<file path="src/rtl/keypad_scan_pkg.sv">
// Shared types and helpers for the 4x4 keypad scanner.
package keypad_scan_pkg;

    typedef enum logic [1:0] {
        KP_ST_SCAN     = 2'd0,
        KP_ST_DEBOUNCE = 2'd1,
        KP_ST_HELD     = 2'd2,
        KP_ST_RELEASE  = 2'd3
    } kp_state_t;

    localparam int SCAN_DIV_DEF   = 1000;
    localparam int DEB_CYCLES_DEF = 20000;

    // Active-low one-hot column strobe for a column index.
    function automatic logic [3:0] col_drive(input logic [1:0] idx);
        return ~(4'b0001 << idx);
    endfunction

    // Lowest-index row pulled low; only meaningful when some bit is low.
    function automatic logic [1:0] lowest_low(input logic [3:0] r);
        logic [1:0] idx;
        idx = 2'd3;
        if (!r[0])      idx = 2'd0;
        else if (!r[1]) idx = 2'd1;
        else if (!r[2]) idx = 2'd2;
        return idx;
    endfunction

endpackage

</file>
<file path="src/rtl/keypad_scan_if.sv">
// Keypad matrix pins plus decoded key outputs.
interface keypad_scan_if;
    logic [3:0] row_n;
    logic [3:0] col_n;
    logic [3:0] key_val;
    logic       key_down;
    logic       key_strobe;

    modport master (input row_n, output col_n, key_val, key_down, key_strobe);
    modport slave  (output row_n, input col_n, key_val, key_down, key_strobe);
endinterface

</file>
<file path="src/rtl/keypad_scan_sync2.sv">
// Two-flop synchroniser, resets to all-ones so idle pulled-up inputs read inactive.
module sync2 #(
    parameter int W = 4
) (
    input  logic         clk,
    input  logic         rst,
    input  logic [W-1:0] d,
    output logic [W-1:0] q
);
    logic [W-1:0] meta;

    always_ff @(posedge clk or posedge rst) begin
        if (rst) begin
            meta <= '1;
            q    <= '1;
        end else begin
            meta <= d;
            q    <= meta;
        end
    end
endmodule

</file>
<file path="src/rtl/keypad_scan.sv">
// 4x4 keypad scanner: column strobe rotation, press/release debounce, key latch and strobe.
module keypad_scan
    import keypad_scan_pkg::*;
#(
    parameter int SCAN_DIV   = SCAN_DIV_DEF,
    parameter int DEB_CYCLES = DEB_CYCLES_DEF
) (
    input logic           clk,
    input logic           rst,
    keypad_scan_if.master bus
);
    localparam int DW = $clog2(SCAN_DIV);
    localparam int BW = $clog2(DEB_CYCLES) + 1;
    localparam logic [DW-1:0] DWELL_LAST = DW'(SCAN_DIV - 1);
    localparam logic [BW-1:0] DEB_LAST   = BW'(DEB_CYCLES - 1);

    kp_state_t     state;
    logic [DW-1:0] dwell;
    logic [BW-1:0] deb;
    logic [1:0]    col_idx;
    logic [1:0]    row_idx;
    logic [1:0]    col_next;
    logic [3:0]    row_s;
    logic          row_up;

    sync2 #(.W(4)) u_sync (.clk(clk), .rst(rst), .d(bus.row_n), .q(row_s));

    assign col_next = col_idx + 2'd1;
    assign row_up   = row_s[row_idx];

    always_ff @(posedge clk or posedge rst) begin
        if (rst) begin
            state          <= KP_ST_SCAN;
            dwell          <= '0;
            deb            <= '0;
            col_idx        <= 2'd0;
            row_idx        <= 2'd0;
            bus.col_n      <= 4'b1110;
            bus.key_val    <= 4'h0;
            bus.key_down   <= 1'b0;
            bus.key_strobe <= 1'b0;
        end else begin
            bus.key_strobe <= 1'b0;
            case (state)
                KP_ST_SCAN: begin
                    // Only the last dwell cycle samples, giving the synchroniser time to settle.
                    if (dwell == DWELL_LAST) begin
                        dwell <= '0;
                        if (row_s != 4'hF) begin
                            row_idx <= lowest_low(row_s);
                            deb     <= '0;
                            state   <= KP_ST_DEBOUNCE;
                        end else begin
                            col_idx   <= col_next;
                            bus.col_n <= col_drive(col_next);
                        end
                    end else begin
                        dwell <= dwell + 1'b1;
                    end
                end
                KP_ST_DEBOUNCE: begin
                    if (row_up) begin
                        state     <= KP_ST_SCAN;
                        dwell     <= '0;
                        col_idx   <= col_next;
                        bus.col_n <= col_drive(col_next);
                    end else if (deb == DEB_LAST) begin
                        state          <= KP_ST_HELD;
                        bus.key_val    <= {row_idx, col_idx};
                        bus.key_down   <= 1'b1;
                        bus.key_strobe <= 1'b1;
                    end else begin
                        deb <= deb + 1'b1;
                    end
                end
                KP_ST_HELD: begin
                    if (row_up) begin
                        state <= KP_ST_RELEASE;
                        deb   <= '0;
                    end
                end
                KP_ST_RELEASE: begin
                    // A release that bounces back is the same press, not a new one.
                    if (!row_up) begin
                        state <= KP_ST_HELD;
                        deb   <= '0;
                    end else if (deb == DEB_LAST) begin
                        state        <= KP_ST_SCAN;
                        dwell        <= '0;
                        bus.key_down <= 1'b0;
                        col_idx      <= col_next;
                        bus.col_n    <= col_drive(col_next);
                    end else begin
                        deb <= deb + 1'b1;
                    end
                end
                default: state <= KP_ST_SCAN;
            endcase
        end
    end
endmodule

</file>
<file path="src/flat_wrapper.sv">
// flat-port wrapper written by rule: the top's interface ports become plain ports
module keypad_scan_flat import keypad_scan_pkg::*;
#(
    parameter int SCAN_DIV   = SCAN_DIV_DEF,
    parameter int DEB_CYCLES = DEB_CYCLES_DEF
)
  (clk, rst, bus_row_n, bus_col_n, bus_key_val, bus_key_down, bus_key_strobe);
  keypad_scan_if bus_i ();
  input logic clk;
  input logic rst;
  input wire logic [$bits(bus_i.row_n)-1:0] bus_row_n;
  output wire logic [$bits(bus_i.col_n)-1:0] bus_col_n;
  output wire logic [$bits(bus_i.key_val)-1:0] bus_key_val;
  output wire logic [$bits(bus_i.key_down)-1:0] bus_key_down;
  output wire logic [$bits(bus_i.key_strobe)-1:0] bus_key_strobe;
  assign bus_i.row_n = bus_row_n;
  assign bus_col_n = bus_i.col_n;
  assign bus_key_val = bus_i.key_val;
  assign bus_key_down = bus_i.key_down;
  assign bus_key_strobe = bus_i.key_strobe;
  keypad_scan #(.SCAN_DIV(SCAN_DIV), .DEB_CYCLES(DEB_CYCLES)) u_core (.clk(clk), .rst(rst), .bus(bus_i));
endmodule
</file>
<file path="config.mk">
export PLATFORM = sky130hd
export DESIGN_NAME = keypad_scan_flat
export DESIGN_NICKNAME = d
export VERILOG_FILES = /design/src/rtl/keypad_scan_pkg.sv /design/src/rtl/keypad_scan_if.sv /design/src/rtl/keypad_scan_sync2.sv /design/src/rtl/keypad_scan.sv /design/src/flat_wrapper.sv
export SDC_FILE = /design/constraint.sdc
export NUM_CORES = 1
export LEC_CHECK = 0
export CAP_MARGIN = 30
export CORE_AREA = 3 3 100 83
export DETAILED_ROUTE_END_ITERATION = 10
export DIE_AREA = 0 0 103 86
export PLACE_DENSITY = 0.57
export SYNTH_ARGS = -nofsm -noshare
export SYNTH_HDL_FRONTEND = slang
export SYNTH_SLANG_ARGS = --single-unit
export TNS_END_PERCENT = 50
</file>
<file path="constraint.sdc">
create_clock -name clk -period 2.27 [get_ports clk]
set_input_delay 0.454 -clock clk [delete_from_list [all_inputs] [get_ports clk]]
set_output_delay 0.454 -clock clk [all_outputs]
set_load 0.01 [all_outputs]
</file>
# Yosys cells after proc, flatten, opt, wreduce, memory -nomap -nowiden
# Cells that the tools add are included.
# totals
regBits	50
in_bits	6
out_inout_bits	10
word_cells	90
# op_classes
add_sub_neg	3
order_cmp	1
eq_ne	17
shifts	1
mux	45
bitwise_logic	2
reduce_logical	10
# op_table
cell	n
$mux W16	6
$pmux W16 S4	1
$mux W10	4
$pmux W10 S3	1
$mux W2	14
$mux W4	5
$add A16 B1 Y16 const B	1
$eq A16 B15 Y1 const B	1
$ne A2 B1 Y1 const B	7
$pmux W4 S3	1
$add A10 B1 Y10 const B	1
$eq A10 B10 Y1 const B	1
$reduce_and A5 Y1	2
$mux W1	9
$pmux W2 S4	1
$reduce_and A4 Y1	2
$pmux W2 S3	1
$reduce_and A3 Y1	2
$reduce_and A6 Y1	1
$eq A2 B2 Y1 const B	2
$ne A2 B2 Y1 const B	2
$ne A4 B4 Y1 const B	1
$not A4 Y4	1
$shl A1 B2 Y4 const A	1
11 further kinds	11

# Longest topological paths before layout
# logic_depth
depth_word	6
depth_mapped	9
mapped_depth_nobuf	6

# Cells and area by module
# Synthesis repeated with hierarchy kept, for this count alone.
# hier_totals
hier_cells	280
area_unflattened_um2	2827.7
# by_module_without_submodules
module	n_inst	cells_per_inst	area_per_inst_um2	seq_area_each_um2
keypad_scan	1	271	2613.8	1054.8
sync2	1	9	214.0	210.2

# Worst setup path before layout
# No wires, ideal clock.
# synth_path
path_kind	reg2reg
from	reg u_core.dwell[3]
to	reg u_core.deb[2]
arrival_ps	2259
required_time_ps	2130
setup_slack_ps	-129
stages_incl_launch_ff	9
n_path_buf	3
synth_period_minus_slack_ps	2399
cell_sequence	dfrtp_1 -> or3b_4 -> or4b_1 -> buf_2 -> and3_1 -> buf_6 -> clkbuf_1 -> o311ai_0 -> o41ai_1
# synth_via
elab_chain_len	3
# synth_lines
element	line_no	source
start, declared	keypad_scan.sv:18	logic [DW-1:0] dwell;
start signal, assigned	keypad_scan.sv:58	dwell <= dwell + 1'b1;
$eq A10 B10 Y1	keypad_scan.sv:47	if (dwell == DWELL_LAST) begin
$ne A2 B1 Y1 (no source line)	-	
$reduce_and A4 Y1 (no source line)	-	
end signal, assigned	keypad_scan.sv:73	deb <= deb + 1'b1;
end signal, assigned	keypad_scan.sv:94	deb <= deb + 1'b1;
end, declared	keypad_scan.sv:19	logic [BW-1:0] deb;
# No other way between the ends.
# A chain may end at the register's enable or synchronous reset.

# Worst setup path after layout
# layout_path
from	reg u_core.dwell[4]
to	reg u_core.deb[12]
# The elaborated chain is that of the path after synthesis.

==> run_results.csv <==
group,metric,value,unit
worst_setup_path,arrival,2.47,ns
power_and_ir_drop,p_leak,1.29,nW
hold_path,min_path_type,"reg2reg",
power_and_ir_drop,clkPwrFrac,0.374,
synth,synth-compound-area-share,0.170,
sta,post-route-period-util,0.982,
clock_network,cts_buffers,5,
synth,yosysSeqAreaShare,0.500,
global_routing,grt_usage,0.135,
layout,fin_nets,307,
sta,rsz0062_at_grt,"true",
sta,fmax,448,MHz
layout,drive_gt1_frac,0.223,
synth,syn_area,0.00253,sq mm
detailed_routing,drc_errors,0,
detailed_routing,drt-initial-drc-count,118,
place,dp_slack,-0.0272,ns
floorplan,die-width,103,um
clock_network,cts.path.max_buffers,2,
place,post-dp-hpwl,3970,um
worst_setup_path,startpoint_type,"register",
worst_setup_path,crit_type,"reg2reg",
sta,final-setup-viol-count,0,
detailed_routing,post_drt_via_cell_ratio,5.43,
clock_network,htree_levels,2,
synth,yosys.area_share.xor_xnor,0.0139,
detailed_routing,drt-wirelength-per-cell,14.5,um
clock_network,cts_tree,"built",
worst_setup_path,setup.worst_path.end_class,"register",
synth,yosysWarnings,0,
global_routing,gr-total-overflow,0,
global_routing,antenna_found_initial,0,
synth,synth_top_family_by_area,"simple AND/OR/NAND/NOR gates",
place,place.gp.congestion,0.857,
synth,synth_cell_types,46,
power_and_ir_drop,combPwrFrac,0.026,
flow_run,max_cap_viol_count,0,
worst_setup_path,r2r_setup_slack,0.04,ns
synth,async_reset_ff_frac,1.00,
detailed_routing,wl,5580,um
clock_network,clk_pin_slew_worst_paths,0.11,ns
power_and_ir_drop,power_switching,363,uW
outcome,outcome,"finished clean",
sta,setup_slack,0.0400,ns
synth,mappedNetlistNets,263,
place,placed_cell_area,0.00296,sq mm
synth,synth_area_per_cell,10.1,sq um
layout,area_growth,22.9,%
detailed_routing,num_vias,2096,
global_routing,grt_pass1_vias,1974,
power_and_ir_drop,p_per_area,487,mW/mm^2
power_and_ir_drop,vdd_drop_max,0.000248,V
synth,synthAdderAreaFrac,0.0297,
global_routing,grt_max_degree,23,
clock_network,ctsHoldBuffers,0,
power_and_ir_drop,seqPwrFrac,0.600,
floorplan,start_util,0.344,
clock_network,cts_root_buffer,"clkbuf_8",
synth,muxShareOfSynthArea,0.0510,
worst_setup_path,worstReg2RegStart,"u_core.dwell[4]",
layout,stdcell_count,386,
layout,antenna-diode-count,0,
layout,finalInstanceArea,0.00311,sq mm
synth,ys.flop_type,"dfrtp_1",
worst_setup_path,critPathMaxFanout,6,
power_and_ir_drop,internal_power,1.15,mW
detailed_routing,drt-pass1-iter-count,4,
floorplan,die_area,0.00886,sq mm
clock_network,clock_latency,0.31,ns
synth,synth-edff-count,0,
detailed_routing,ant_nets,0,
place,placed_cells,375,
place,port_buffers,15,
global_routing,grt_first_pass_wirelength,9630,um
synth,synthCells,251,
synth,ys_ff_latch,50,
floorplan,pin_count,16,
power_and_ir_drop,swShare,0.240,
sta,fin_crit,2.23,ns
sta,hold_viol,0,
sta,slew_viol_final,0,
worst_setup_path,cp.required,2.51,ns
hold_path,min_from,"u_core.u_sync.meta[1]",
clock_network,cts.sinks,50,
sta,relSlewSlack,0.703,
floorplan,die_h,86,um
synth,synth-simple-area-share,0.193,
floorplan,fp.coreArea,0.00736,sq mm
sta,clock_skew,0.0117,ns
floorplan,rows,28,
sta,worst_slew_pin_slew,0.445,ns
worst_setup_path,crit_start,"u_core.dwell[4]",
timing repair:
item,in CTS,in global routing
endpoints found under the setup margin,2,15
setup buffers,0,2
gates cloned,0,1
pin swaps,0,0
resized for setup,1,5
critical path, cell delays in order, from the launching register on:
cell and delay (ns):
dfrtp_1 0.39, or3b_4 0.40, or4b_4 0.54, a311oi_1 0.41
buf_4 0.20, nand3b_1 0.07, a21oi_1 0.15
power groups by stage:
stage / combinational, mW / clock [mW] / sequential (mW)
3_5_place_dp: 0.0409 / 0 / 0.924
5_1_grt: 0.0464 / 0.622 / 0.908
4_1_cts: 0.0411 / 0.582 / 0.907
6_report: 0.0396 / 0.565 / 0.907
2_1_floorplan: 0.0197 / 0 / 0.923
3_3_place_gp: 0.0409 / 0 / 0.924
final cells by class:
class | count | area (sq um)
fill | 719 | 4250
sequential | 50 | 1260
multi-input combinational | 176 | 1190
timing repair buffer | 44 | 368
tap | 90 | 113
clock buffer | 5 | 68.8
inverter | 18 | 67.6
clock inverter | 3 | 28.8
registers in the layout, indices dropped and copies added, names as in the netlist, 2 cells and up, named ones only:
signal / flops
u_core.bus.key_val: 4
u_core.u_sync.meta: 4
u_core.col_idx: 2
u_core.bus.col_n: 4
u_core.deb: 16
u_core.u_sync.q: 4
u_core.row_idx: 2
u_core.dwell: 10
cells in the mapped netlist (all sizes together) (2+ instances only):
cell type   n  area share
nor2b       2      0.0049
a31oi       4       0.012
inv        18       0.027
mux2        5       0.022
or4b        2      0.0079
and3        6       0.015
mux2i       5       0.020
a21oi      16       0.032
nor4b       2      0.0069
clkbuf      6      0.0089
ha          6       0.030
dfstp      11        0.11
nor4        4      0.0099
o41ai       4       0.014
buf         2      0.0064
nand3       9       0.018
a211oi      2      0.0059
nor2       10       0.015
a311oi      2      0.0069
and4        4       0.014
o21ai      19       0.038
nor3        5      0.0099
o31ai      11       0.033
nand4       7       0.017
xnor2       4       0.014
or4         4       0.012
dfrtp      39        0.39
nand2      23       0.034
nand3b      4       0.012
per-stage QoR:
step,power (mW),hold slack [ns],TNS [ns],utilization
after floorplan,0.942,0.345,-0.236,-
after global placement,0.964,0.347,0,0.402
after detailed placement,0.965,0.347,-0.0381,0.402
after CTS,1.53,0.362,0,0.416
after global routing,1.58,0.365,-0.0816,0.422
final,1.51,0.361,0,0.422
worst paths after layout:
check | end | cells after the start
max | u_core.deb[12] | 6
min | u_core.u_sync.q[1] | 0
max reg2reg | u_core.deb[12] | 6
min reg2reg | u_core.u_sync.q[1] | 0
max in group asynchronous | u_core.deb[0] | 3
min in group asynchronous | u_core.bus.col_n[0] | 2
placed cells by master (no fill, tap or decap), types with 2 or more instances in the layout:
cell,Yosys,routed
o31ai_1,11,11
nor2_1,10,9
a211oi_1,2,2
or4_1,4,4
buf_4,0,29
nor4_1,4,3
nor2b_1,2,2
mux2_2,5,5
nand3b_1,4,4
xnor2_1,4,4
nand3_1,9,9
a31oi_1,3,3
mux2i_1,5,5
o21ai_0,19,19
clkdlybuf4s50_1,0,15
nor4b_1,2,2
clkinv_4,0,2
and4_1,4,4
nor3_1,5,5
a311oi_1,2,2
o41ai_1,4,4
and3_1,6,5
a21oi_1,16,15
nand4_1,7,7
nand2_1,23,23
clkbuf_8,0,5
ha_1,6,6
dfrtp_1,39,39
inv_1,18,17
dfstp_2,11,11
kinds of logic after synthesis:
group                      after synthesis
and+or+nand+nor                         87
AOI/OAI and AO/OA                       67
DFF                                     50
buffers and inverters                   26
muxes                                   11
adders and majority gates                6
xor gates and xnor gates                 4
layer usage:
layer,track usage,routed length (um),share of wire
met1,0.206,2830,0.51
met2,0.196,2440,0.44
met3,0.0244,269,0.048
met4,0.0329,31,0.0056
met5,0,0,0
No activity file was read; power rests on OpenSTA's default activity.
